<file path="src/rtl/vga_pkg.sv">
// Shared types and constants for the VGA duck game.
// Holds the round scheduler state encoding and the default game sizing
// constants used as parameter defaults by duck_round_scheduler.
package vga_pkg;

  typedef enum logic [2:0] {
    ST_IDLE,
    ST_GAP,
    ST_SPAWN,
    ST_ACTIVE,
    ST_RESOLVE,
    ST_DONE
  } round_state_t;

  localparam int ROUNDS_DEF          = 5;
  localparam int DUCKS_PER_ROUND_DEF = 4;
  localparam int SHOTS_PER_DUCK_DEF  = 3;
  localparam int SCORE_MAX           = 1023;

endpackage

</file>
<file path="src/rtl/game_tick_gen.sv">
// Game-second tick generator.
// Emits a one-cycle tick TICK_DIV cycles after restart and then every
// TICK_DIV cycles.
// Ports:
//   clk     in  pixel clock
//   rst     in  synchronous active-high reset
//   restart in  restarts the period; counter is zero in the next cycle
//   tick    out one-cycle pulse at the end of each period
module game_tick_gen #(
  parameter int TICK_DIV = 65_000_000
) (
  input  logic clk,
  input  logic rst,
  input  logic restart,
  output logic tick
);

  localparam int CW = (TICK_DIV > 1) ? $clog2(TICK_DIV) : 1;
  localparam logic [CW-1:0] LAST = CW'(TICK_DIV - 1);

  logic [CW-1:0] r_cnt;

  always_ff @(posedge clk) begin
    if (rst || restart) begin
      r_cnt <= '0;
    end else if (r_cnt == LAST) begin
      r_cnt <= '0;
    end else begin
      r_cnt <= r_cnt + 1'b1;
    end
  end

  assign tick = (r_cnt == LAST);

endmodule

</file>
<file path="src/rtl/duck_round_scheduler.sv">
// Round scheduler for the duck game.
// Spaces duck launches, grants a shot budget per duck, times out escaping
// ducks, advances rounds, keeps a saturating score and reports the end of
// the game to the control FSM.
// Ports:
//   clk, rst             pixel clock, synchronous active-high reset
//   game_enable          level, gameplay allowed (low aborts to IDLE)
//   game_enable_posedge  one-cycle start pulse
//   left_mouse           raw mouse button level
//   duck_hit             one-cycle hit pulse from hit detection
//   duck_spawn           one-cycle duck launch pulse
//   duck_flee            one-cycle pulse sending the current duck away
//   duck_active          a duck is live and shootable
//   ammo                 remaining shots for the current duck
//   round                current round, 1-based, 0 when idle
//   score                accumulated points, saturating at SCORE_MAX
//   game_finished        level, held while the game is over
module duck_round_scheduler
  import vga_pkg::*;
#(
  parameter int TICK_DIV        = 65_000_000,
  parameter int ROUNDS          = ROUNDS_DEF,
  parameter int DUCKS_PER_ROUND = DUCKS_PER_ROUND_DEF,
  parameter int SHOTS_PER_DUCK  = SHOTS_PER_DUCK_DEF,
  parameter int SPAWN_GAP_S     = 1,
  parameter int DUCK_TIMEOUT_S  = 5,
  parameter int GRACE_CYCLES    = 16
) (
  input  logic       clk,
  input  logic       rst,
  input  logic       game_enable,
  input  logic       game_enable_posedge,
  input  logic       left_mouse,
  input  logic       duck_hit,
  output logic       duck_spawn,
  output logic       duck_flee,
  output logic       duck_active,
  output logic [1:0] ammo,
  output logic [3:0] round,
  output logic [9:0] score,
  output logic       game_finished
);

  round_state_t r_state;
  logic         r_lm;
  logic         r_shot;
  logic [7:0]   r_sec;
  logic [7:0]   r_grace;
  logic [3:0]   r_count;
  logic         r_spawn;
  logic         r_flee;
  logic         r_active;
  logic [1:0]   r_ammo;
  logic [3:0]   r_round;
  logic [9:0]   r_score;
  logic         r_finished;

  logic w_tick;
  logic w_restart;
  logic w_gap_done;
  logic w_timeout;
  logic w_grace_out;
  logic w_last_duck;
  logic w_last_round;

  function automatic logic [9:0] sat_add(input logic [9:0] a, input logic [3:0] b);
    logic [10:0] s;
    s = {1'b0, a} + {7'd0, b};
    return (s > 11'(SCORE_MAX)) ? 10'(SCORE_MAX) : s[9:0];
  endfunction

  assign w_gap_done   = w_tick && (int'(r_sec) + 1 >= SPAWN_GAP_S);
  assign w_timeout    = w_tick && (int'(r_sec) + 1 >= DUCK_TIMEOUT_S);
  // Grace only matters once the shot budget is spent.
  assign w_grace_out  = (r_ammo == 2'd0) && (int'(r_grace) + 1 >= GRACE_CYCLES);
  assign w_last_duck  = (int'(r_count) + 1 >= DUCKS_PER_ROUND);
  assign w_last_round = (int'(r_round) >= ROUNDS);

  // The tick period restarts in the cycle that enters GAP or SPAWN, so the
  // spawn delay and the flee timeout line up with the registered outputs.
  always_comb begin
    w_restart = 1'b0;
    case (r_state)
      ST_IDLE, ST_DONE: w_restart = game_enable_posedge;
      ST_GAP:           w_restart = game_enable && w_gap_done;
      ST_RESOLVE:       w_restart = !(w_last_duck && w_last_round);
      default:          w_restart = 1'b0;
    endcase
  end

  game_tick_gen #(
    .TICK_DIV(TICK_DIV)
  ) u_tick (
    .clk    (clk),
    .rst    (rst),
    .restart(w_restart),
    .tick   (w_tick)
  );

  always_ff @(posedge clk) begin
    if (rst) begin
      r_state    <= ST_IDLE;
      r_lm       <= 1'b0;
      r_shot     <= 1'b0;
      r_sec      <= '0;
      r_grace    <= '0;
      r_count    <= '0;
      r_spawn    <= 1'b0;
      r_flee     <= 1'b0;
      r_active   <= 1'b0;
      r_ammo     <= '0;
      r_round    <= '0;
      r_score    <= '0;
      r_finished <= 1'b0;
    end else begin
      // Shot edge detect: one register on the raw button level.
      r_lm    <= left_mouse;
      r_shot  <= left_mouse & ~r_lm;
      r_spawn <= 1'b0;
      r_flee  <= 1'b0;
      case (r_state)
        ST_IDLE, ST_DONE: begin
          if (game_enable_posedge) begin
            r_round    <= 4'd1;
            r_count    <= '0;
            r_score    <= '0;
            r_finished <= 1'b0;
            r_sec      <= '0;
            r_state    <= ST_GAP;
          end
        end
        ST_GAP: begin
          if (!game_enable) begin
            r_state <= ST_IDLE;
            r_round <= '0;
            r_ammo  <= '0;
          end else if (w_gap_done) begin
            r_spawn <= 1'b1;
            r_ammo  <= 2'(SHOTS_PER_DUCK);
            r_sec   <= '0;
            r_grace <= '0;
            r_state <= ST_SPAWN;
          end else if (w_tick) begin
            r_sec <= r_sec + 8'd1;
          end
        end
        ST_SPAWN: begin
          if (!game_enable) begin
            r_state <= ST_IDLE;
            r_round <= '0;
            r_ammo  <= '0;
          end else begin
            r_active <= 1'b1;
            r_state  <= ST_ACTIVE;
          end
        end
        ST_ACTIVE: begin
          if (!game_enable) begin
            r_flee   <= 1'b1;
            r_active <= 1'b0;
            r_state  <= ST_IDLE;
            r_round  <= '0;
            r_ammo   <= '0;
          end else if (duck_hit) begin
            // A hit beats a flee condition raised in the same cycle.
            r_score  <= sat_add(r_score, r_round);
            r_active <= 1'b0;
            r_state  <= ST_RESOLVE;
          end else if (w_timeout || w_grace_out) begin
            r_flee   <= 1'b1;
            r_active <= 1'b0;
            r_state  <= ST_RESOLVE;
          end else begin
            if (w_tick) begin
              r_sec <= r_sec + 8'd1;
            end
            if (r_ammo == 2'd0) begin
              r_grace <= r_grace + 8'd1;
            end else if (r_shot) begin
              r_ammo <= r_ammo - 2'd1;
            end
          end
        end
        ST_RESOLVE: begin
          r_sec <= '0;
          if (w_last_duck) begin
            if (w_last_round) begin
              r_finished <= 1'b1;
              r_state    <= ST_DONE;
            end else begin
              r_round <= r_round + 4'd1;
              r_count <= '0;
              r_state <= ST_GAP;
            end
          end else begin
            r_count <= r_count + 4'd1;
            r_state <= ST_GAP;
          end
        end
        default: r_state <= ST_IDLE;
      endcase
    end
  end

  assign duck_spawn    = r_spawn;
  assign duck_flee     = r_flee;
  assign duck_active   = r_active;
  assign ammo          = r_ammo;
  assign round         = r_round;
  assign score         = r_score;
  assign game_finished = r_finished;

endmodule

</file>
<file path="config.mk">
export PLATFORM = sky130hd
export DESIGN_NAME = duck_round_scheduler
export DESIGN_NICKNAME = d
export VERILOG_FILES = /design/src/rtl/vga_pkg.sv /design/src/rtl/game_tick_gen.sv /design/src/rtl/duck_round_scheduler.sv
export SDC_FILE = /design/constraint.sdc
export NUM_CORES = 1
export LEC_CHECK = 0
export BUFFER_PORTS_ARGS = -buffer_cell sky130_fd_sc_hd__buf_2
export CORE_MARGIN = 4
export CORE_UTILIZATION = 40
export DETAILED_ROUTE_END_ITERATION = 10
export PLACE_DENSITY = 0.64
export SYNTH_ARGS = -nofsm -noshare
export SYNTH_HDL_FRONTEND = slang
export SYNTH_HIERARCHICAL = 1
export SYNTH_SLANG_ARGS = --single-unit
export TNS_END_PERCENT = 5
</file>
<file path="constraint.sdc">
create_clock -name clk -period 2.6 [get_ports clk]
set_input_delay 0.52 -clock clk [delete_from_list [all_inputs] [get_ports clk]]
set_output_delay 0.52 -clock clk [all_outputs]
set_load 0.03 [all_outputs]
</file>
; ---- Word-level counts from Yosys, hierarchy flattened
; Index checks and enable logic that the tools add are counted.
; W data, S select, Z words.
[word_totals]
ff_bits = 71
inputBits = 6
out_inout_bits = 20
word_cells = 155
[op_classes]
addsub = 10
order_cmp = 6
eq_ne = 27
mux = 62
bitwise_logic = 5
n_reduce_logical = 31
[op_table]
columns = operator, n
row1 = $mux W8, 13
row2 = $mux W10, 4
row3 = $ge A32 B2 Y1 const B, 1
row4 = $pmux W8 S4, 1
row5 = $mux W4, 7
row6 = $ne A2 B2 Y1 const B, 14
row7 = $add A26 B1 Y26 const B, 1
row8 = $eq A26 B26 Y1 const B, 1
row9 = $mux W3, 8
row10 = $pmux W10 S2, 1
row11 = $add A8 B1 Y9 const B, 2
row12 = $mux W2, 9
row13 = $ne A3 B3 Y1 const B, 6
row14 = $add A8 B1 Y8 const B, 2
row15 = $pmux W8 S2, 1
row16 = $pmux W3 S5, 1
row17 = $reduce_and A7 Y1, 2
row18 = $pmux W4 S3, 1
row19 = $add A10 B4 Y11, 1
row20 = $gt A11 B10 Y1 const B, 1
row21 = $mux W1, 11
row22 = $ge A9 B3 Y1 const B, 1
row23 = $ge A9 B5 Y1 const B, 1
row24 = $reduce_and A3 Y1, 3
row25 = 28 further kinds, 48

; ---- Depth between registers and ports, before layout
[logic_depth]
word_depth = 8
ltp_mapped = 13
ltp_nobuf = 12

; ---- Modules after synthesis
; The synthesis kept the hierarchy.
[by_module_without_submodules]
columns = module, n_inst, cells_per_inst, area_per_inst_um2, seq_area_each_um2
row1 = duck_round_scheduler, 1, 311, 2556.2, 900.9
row2 = game_tick_gen, 1, 148, 1248.7, 520.5

; ---- Worst setup path after synthesis
; No wires, ideal clock.
[synth_timing]
kind = register -> register
start = register u_tick.r_cnt[17]
end = register u_tick.r_cnt[16]
setup_time_ns = 0.129
arrival_ns = 2.526
t_required_ns = 2.471
slack_ns = -0.055
path_stages_with_launch = 12
path_buffers = 2
period_less_slack_ns = 2.655
cell_sequence = dfxtp_1 nand3_1 or4_1 nor2_1 clkbuf_2 nand2_1 or2_2 o21ai_0 nor2_1 o21ai_1 clkbuf_1 nor2_1
[synth_between]
elab_chain_cells = 6
[synth_rtl]
columns = item, line
row1 = "start, declared", game_tick_gen.sv:21  ; logic [CW-1:0] r_cnt;
row2 = "start signal, assigned", game_tick_gen.sv:29  ; r_cnt <= r_cnt + 1'b1;
row3 = $eq A26 B26 Y1, game_tick_gen.sv:33  ; assign tick = (r_cnt == LAST);
row4 = named net w_tick, duck_round_scheduler.sv:58  ; logic w_tick;
row5 = $logic_and A1 B1 Y1, duck_round_scheduler.sv:72  ; assign w_gap_done = w_tick && (int'(r_sec) + 1 >= SPAWN_GAP_S);
row6 = $logic_and A1 B1 Y1, duck_round_scheduler.sv:85  ; ST_GAP: w_restart = game_enable && w_gap_done;
row7 = $pmux W1 S3, duck_round_scheduler.sv:83  ; case (r_state)
row8 = named net w_restart, duck_round_scheduler.sv:59  ; logic w_restart;
row9 = $logic_or A1 B1 Y1, game_tick_gen.sv:24  ; if (rst || restart) begin
row10 = $reduce_or A2 Y1 (no line), n/a
; The timed path passes the listed nets, and every way through them passes these cells.
; A chain may end at the register's enable or synchronous reset.

; ---- Worst setup path after layout
[layout_timing]
start = register r_sec[0]
end = register r_sec[2]
[layout_between]
elab_chain_cells = 6
elab_cells_between_ends = 16
cone_classes = add/sub (2) / order compare (2) / eq/ne (1) / mux (7) / reduce/logical (4)
[layout_rtl]
columns = item, line
row1 = "start, declared", duck_round_scheduler.sv:47  ; logic [7:0] r_sec;
row2 = "start signal, assigned", duck_round_scheduler.sv:144  ; r_sec <= r_sec + 8'd1;
row3 = "start signal, assigned", duck_round_scheduler.sv:175  ; r_sec <= r_sec + 8'd1;
row4 = $add A8 B1 Y9 / $add A8 B1 Y8 (equally long branches), n/a
row5 = $ge A32 B2 Y1 (tied with other cells), duck_round_scheduler.sv:72
row6 = $logic_and A1 B1 Y1 (tied with other cells), duck_round_scheduler.sv:72
row7 = $mux W8 (tied with other cells), duck_round_scheduler.sv:137  ; end else if (w_gap_done) begin
row8 = $mux W8 (tied with other cells), duck_round_scheduler.sv:133  ; if (!game_enable) begin
row9 = $pmux W8 S4 / $reduce_and A6 Y1 (equally long branches), n/a
; Parallel ways exist; a longest one is shown, timed or not. The select of a mux whose other input is x is not followed.

==> out/metrics.csv <==
stage,metric,value,unit
routing,route.detailed.drc,0,
placement,dp_hpwl,6.23,mm
clock_network,cts.reportedPaths.clkPinSlew,70,ps
placement,dp.cells,626,
floorplan,rows,35,
floorplan,start_util,0.412,
timing,finalHoldWorstSlack,386,ps
yosys,synth_nets,480,
timing,finalHoldViolCount,0,
layout,n_antenna_cell,0,
layout,drive_gt1_frac,0.203,
pwr,power.density,470,nW/um^2
global_routing,grt_pass1_wl,15.4,mm
pwr,ir_drop,0.244,mV
floorplan,fp.dieH,106,um
routing,wl_per_cell,13.6,um
yosys,synth_area,3800,um^2
global_routing,grt-ovfl-total,0,
layout,final_cells,642,
routing,ant_nets,0,
clock_network,tritoncts,built,
yosys,yosysWarnings,6,
floorplan,dieArea,11100,um^2
yosys,ys_async_sr_fraction,0,
placement,dp_slack,-53.1,ps
global_routing,antenna_found_initial,0,
timing,setup_slack,58.1,ps
clock_network,clk_latency,340,ps
critical_path,crit_family,simple AND/OR/NAND/NOR gates,
routing,via_count,3519,
routing,wl_met1,4.17,mm
clock_network,h-tree-depth,3,
timing,fin_crit_sh,0.978,
yosys,avgSynthCellArea,8.29,um^2
placement,io_buffers,25,
global_routing,grt_pass1_vias,3322,
clock_network,clock-root-buffer,clkbuf_8,
clock_network,clk_path_buf_depth,2,
critical_path,cp_data_required_time,2850,ps
timing,worstMarginPinSlew,575,ps
global_routing,track_usage,0.164,
critical_path,start_kind,register,
critical_path,slowest_stage,or4b_4,
yosys,synth_area_leaders,"dfxtp_1 37%, ha_1 4.6%, a21oi_1 4.5%",
routing,drt-pass1-iter-count,4,
yosys,synth_edf_count,0,
yosys,yosysSeqAreaShare,0.374,
yosys,synth_top_area_cell,dfxtp_1,
yosys,yosys.area.top_type_share,0.374,
routing,wl_met3,382,um
floorplan,core_area,9240,um^2
floorplan,die_w,106,um
critical_path,worstSetupPathType,reg2reg,
timing,rsz0062_at_grt,yes,
routing,routed_via_density,5.48,
yosys,synth_top_family_by_area,simple AND/OR/NAND/NOR gates,
pwr,p_leak,1.72,nW
routing,drt-initial-drc-count,183,
layout,area_growth,18.2,%
yosys,synth_compound_area_frac,0.202,
routing,wl_met2,4.08,mm
yosys,synthFlopType,dfxtp_1,
timing,setup_viol,0,
critical_path,arrival,2790,ps
critical_path,worst-path-buf-inv,1,
timing,max_freq,393,MHz
timing,fin_skew,12.0,ps
yosys,synth-seq-cells,71,
placement,gp_congestion,0.840,
worst_hold_path,hp-class,reg2reg,
flow_run,max_cap_viol_count,0,
clock_network,cts_setup_buffers,0,
status,status,"complete, no violations",
timing,slew_viol_final,0,
routing,routed_wl,8.70,mm
yosys,syn-instance-count,459,
layout,nets,529,
critical_path,worstPathCellList,"inv_1, ha_1, o31ai_2, o211ai_1, or4b_4, and2_4, or3_4, o41ai_2",
yosys,synthAdderAreaFrac,0.0513,
timing,min_period,2540,ps
timing,max_slew_margin,0.616,
yosys,synth_cell_type_count,69,
clock_network,cts_buffers,9,
clock_network,cts.sinks,71,
critical_path,slowest_delay,500,ps
critical_path,cp-end-kind,register,
routing,highest_layer,met4,
yosys,synth_xor_area_frac,0.0483,
global_routing,grt_max_degree,25,
yosys,synthMuxAreaShare,0.0161,
yosys,synth-simple-area-share,0.271,
critical_path,cp_max_fo,6,
floorplan,io_pins,26,
-- worst paths after layout --
check	start	endpoint	slack (ps)	depth (start not counted)
hold reg to reg	r_lm	r_shot	390	1
hold / removal	r_lm	r_shot	390	1
setup / recovery	r_sec[0]	r_sec[2]	60	8
setup reg to reg	r_sec[0]	r_sec[2]	60	8
-- cell usage in the layout (no fill, tap or decap), types with 4 or more instances in the layout --
cell type and count:
nand4_1 10, dfxtp_1 68, nand2b_1 5, o31ai_1 9, and2_1 13, and3_1 6, nor2_1 35, buf_4 30
buf_2 25, nor2b_1 6, or4_1 8, nor4_1 5, mux2i_1 5, nand3_1 15, ha_1 12, clkbuf_8 11
a31oi_1 5, or3_1 5, o21ai_0 33, a21o_1 5, xnor2_1 14, inv_1 18, nand2_1 35, clkinv_2 4
nor3_1 18, a21oi_1 33, xor2_1 7
-- final cells by class --
class                      instances  area (um^2)
fill                             888         4740
sequential                        71         1430
clock inverter                     4         20.0
clock buffer                      12          155
tap                              129          161
multi-input combinational        351         2290
timing repair buffer              56          370
inverter                          19         71.3
-- sequential cells by signal, indices dropped and copies added, names as in the netlist, 2 cells and up --
signal	cells
score	10
round	4
r_count	4
r_grace	8
r_state	3
u_tick/r_cnt	26
ammo	2
r_sec	8
-- where the power goes --
part	leakage (nW)	total, mW	switching, mW	internal (mW)
Clock	0.0959	0.790	0.397	0.393
Combinational	1.05	0.216	0.138	0.0772
Sequential	0.575	1.11	0.0105	1.10
-- stage by stage --
stage                     TNS [ps]  area, um^2   util  power (mW)
final                            0        4500  0.487        2.12
after global routing          -113        4500  0.487        2.24
after CTS                        0        4460  0.483        2.15
after detailed placement     -53.1        4270  0.462        1.35
after global placement           0        4270  0.462        1.34
after floorplan               -324        3810      -        1.27
-- what timing repair did --
item                       in CTS  in global routing
setup endpoints to repair       1                 37
gates cloned                    0                  0
hold buffers                    0                  0
resized for setup               6                 12
pin swaps                       2                  3
-- cell families after synthesis --
group                    after synthesis
flip-flops                            71
buffers and inverters                 37
XOR/XNOR                              21
adder cells (fa/ha/maj)               15
multiplexers                           6
AO/OA/AOI/OAI                        120
AND/OR/NAND/NOR                      189
-- cells in the mapped netlist (all sizes together), types with 14 or more instances --
| library cell | instances |
|---|---|
| dfxtp | 71 |
| nor2 | 36 |
| a21oi | 35 |
| nand2 | 35 |
| o21ai | 35 |
| nor3 | 19 |
| inv | 18 |
| clkbuf | 15 |
| nand3 | 15 |
| and2 | 14 |
| ha | 14 |
| xnor2 | 14 |
-- worst register-to-register path: cells and delay by family, from the launching register on --
family / cells / cell delay (ps)
AO/OA/AOI/OAI: 3 / 640
AND/OR/NAND/NOR: 3 / 1050
adder cells (fa/ha/maj): 1 / 330
flip-flops: 1 / 360
buffers and inverters: 1 / 80
-- metal layers --
metal  GRT usage  up-vias
met5           0        -
met4      0.0416        0
met3      0.0472       10
met2       0.265       72
met1       0.215     1662
li1            -     1775
No activity file was read; power rests on OpenSTA's default activity.
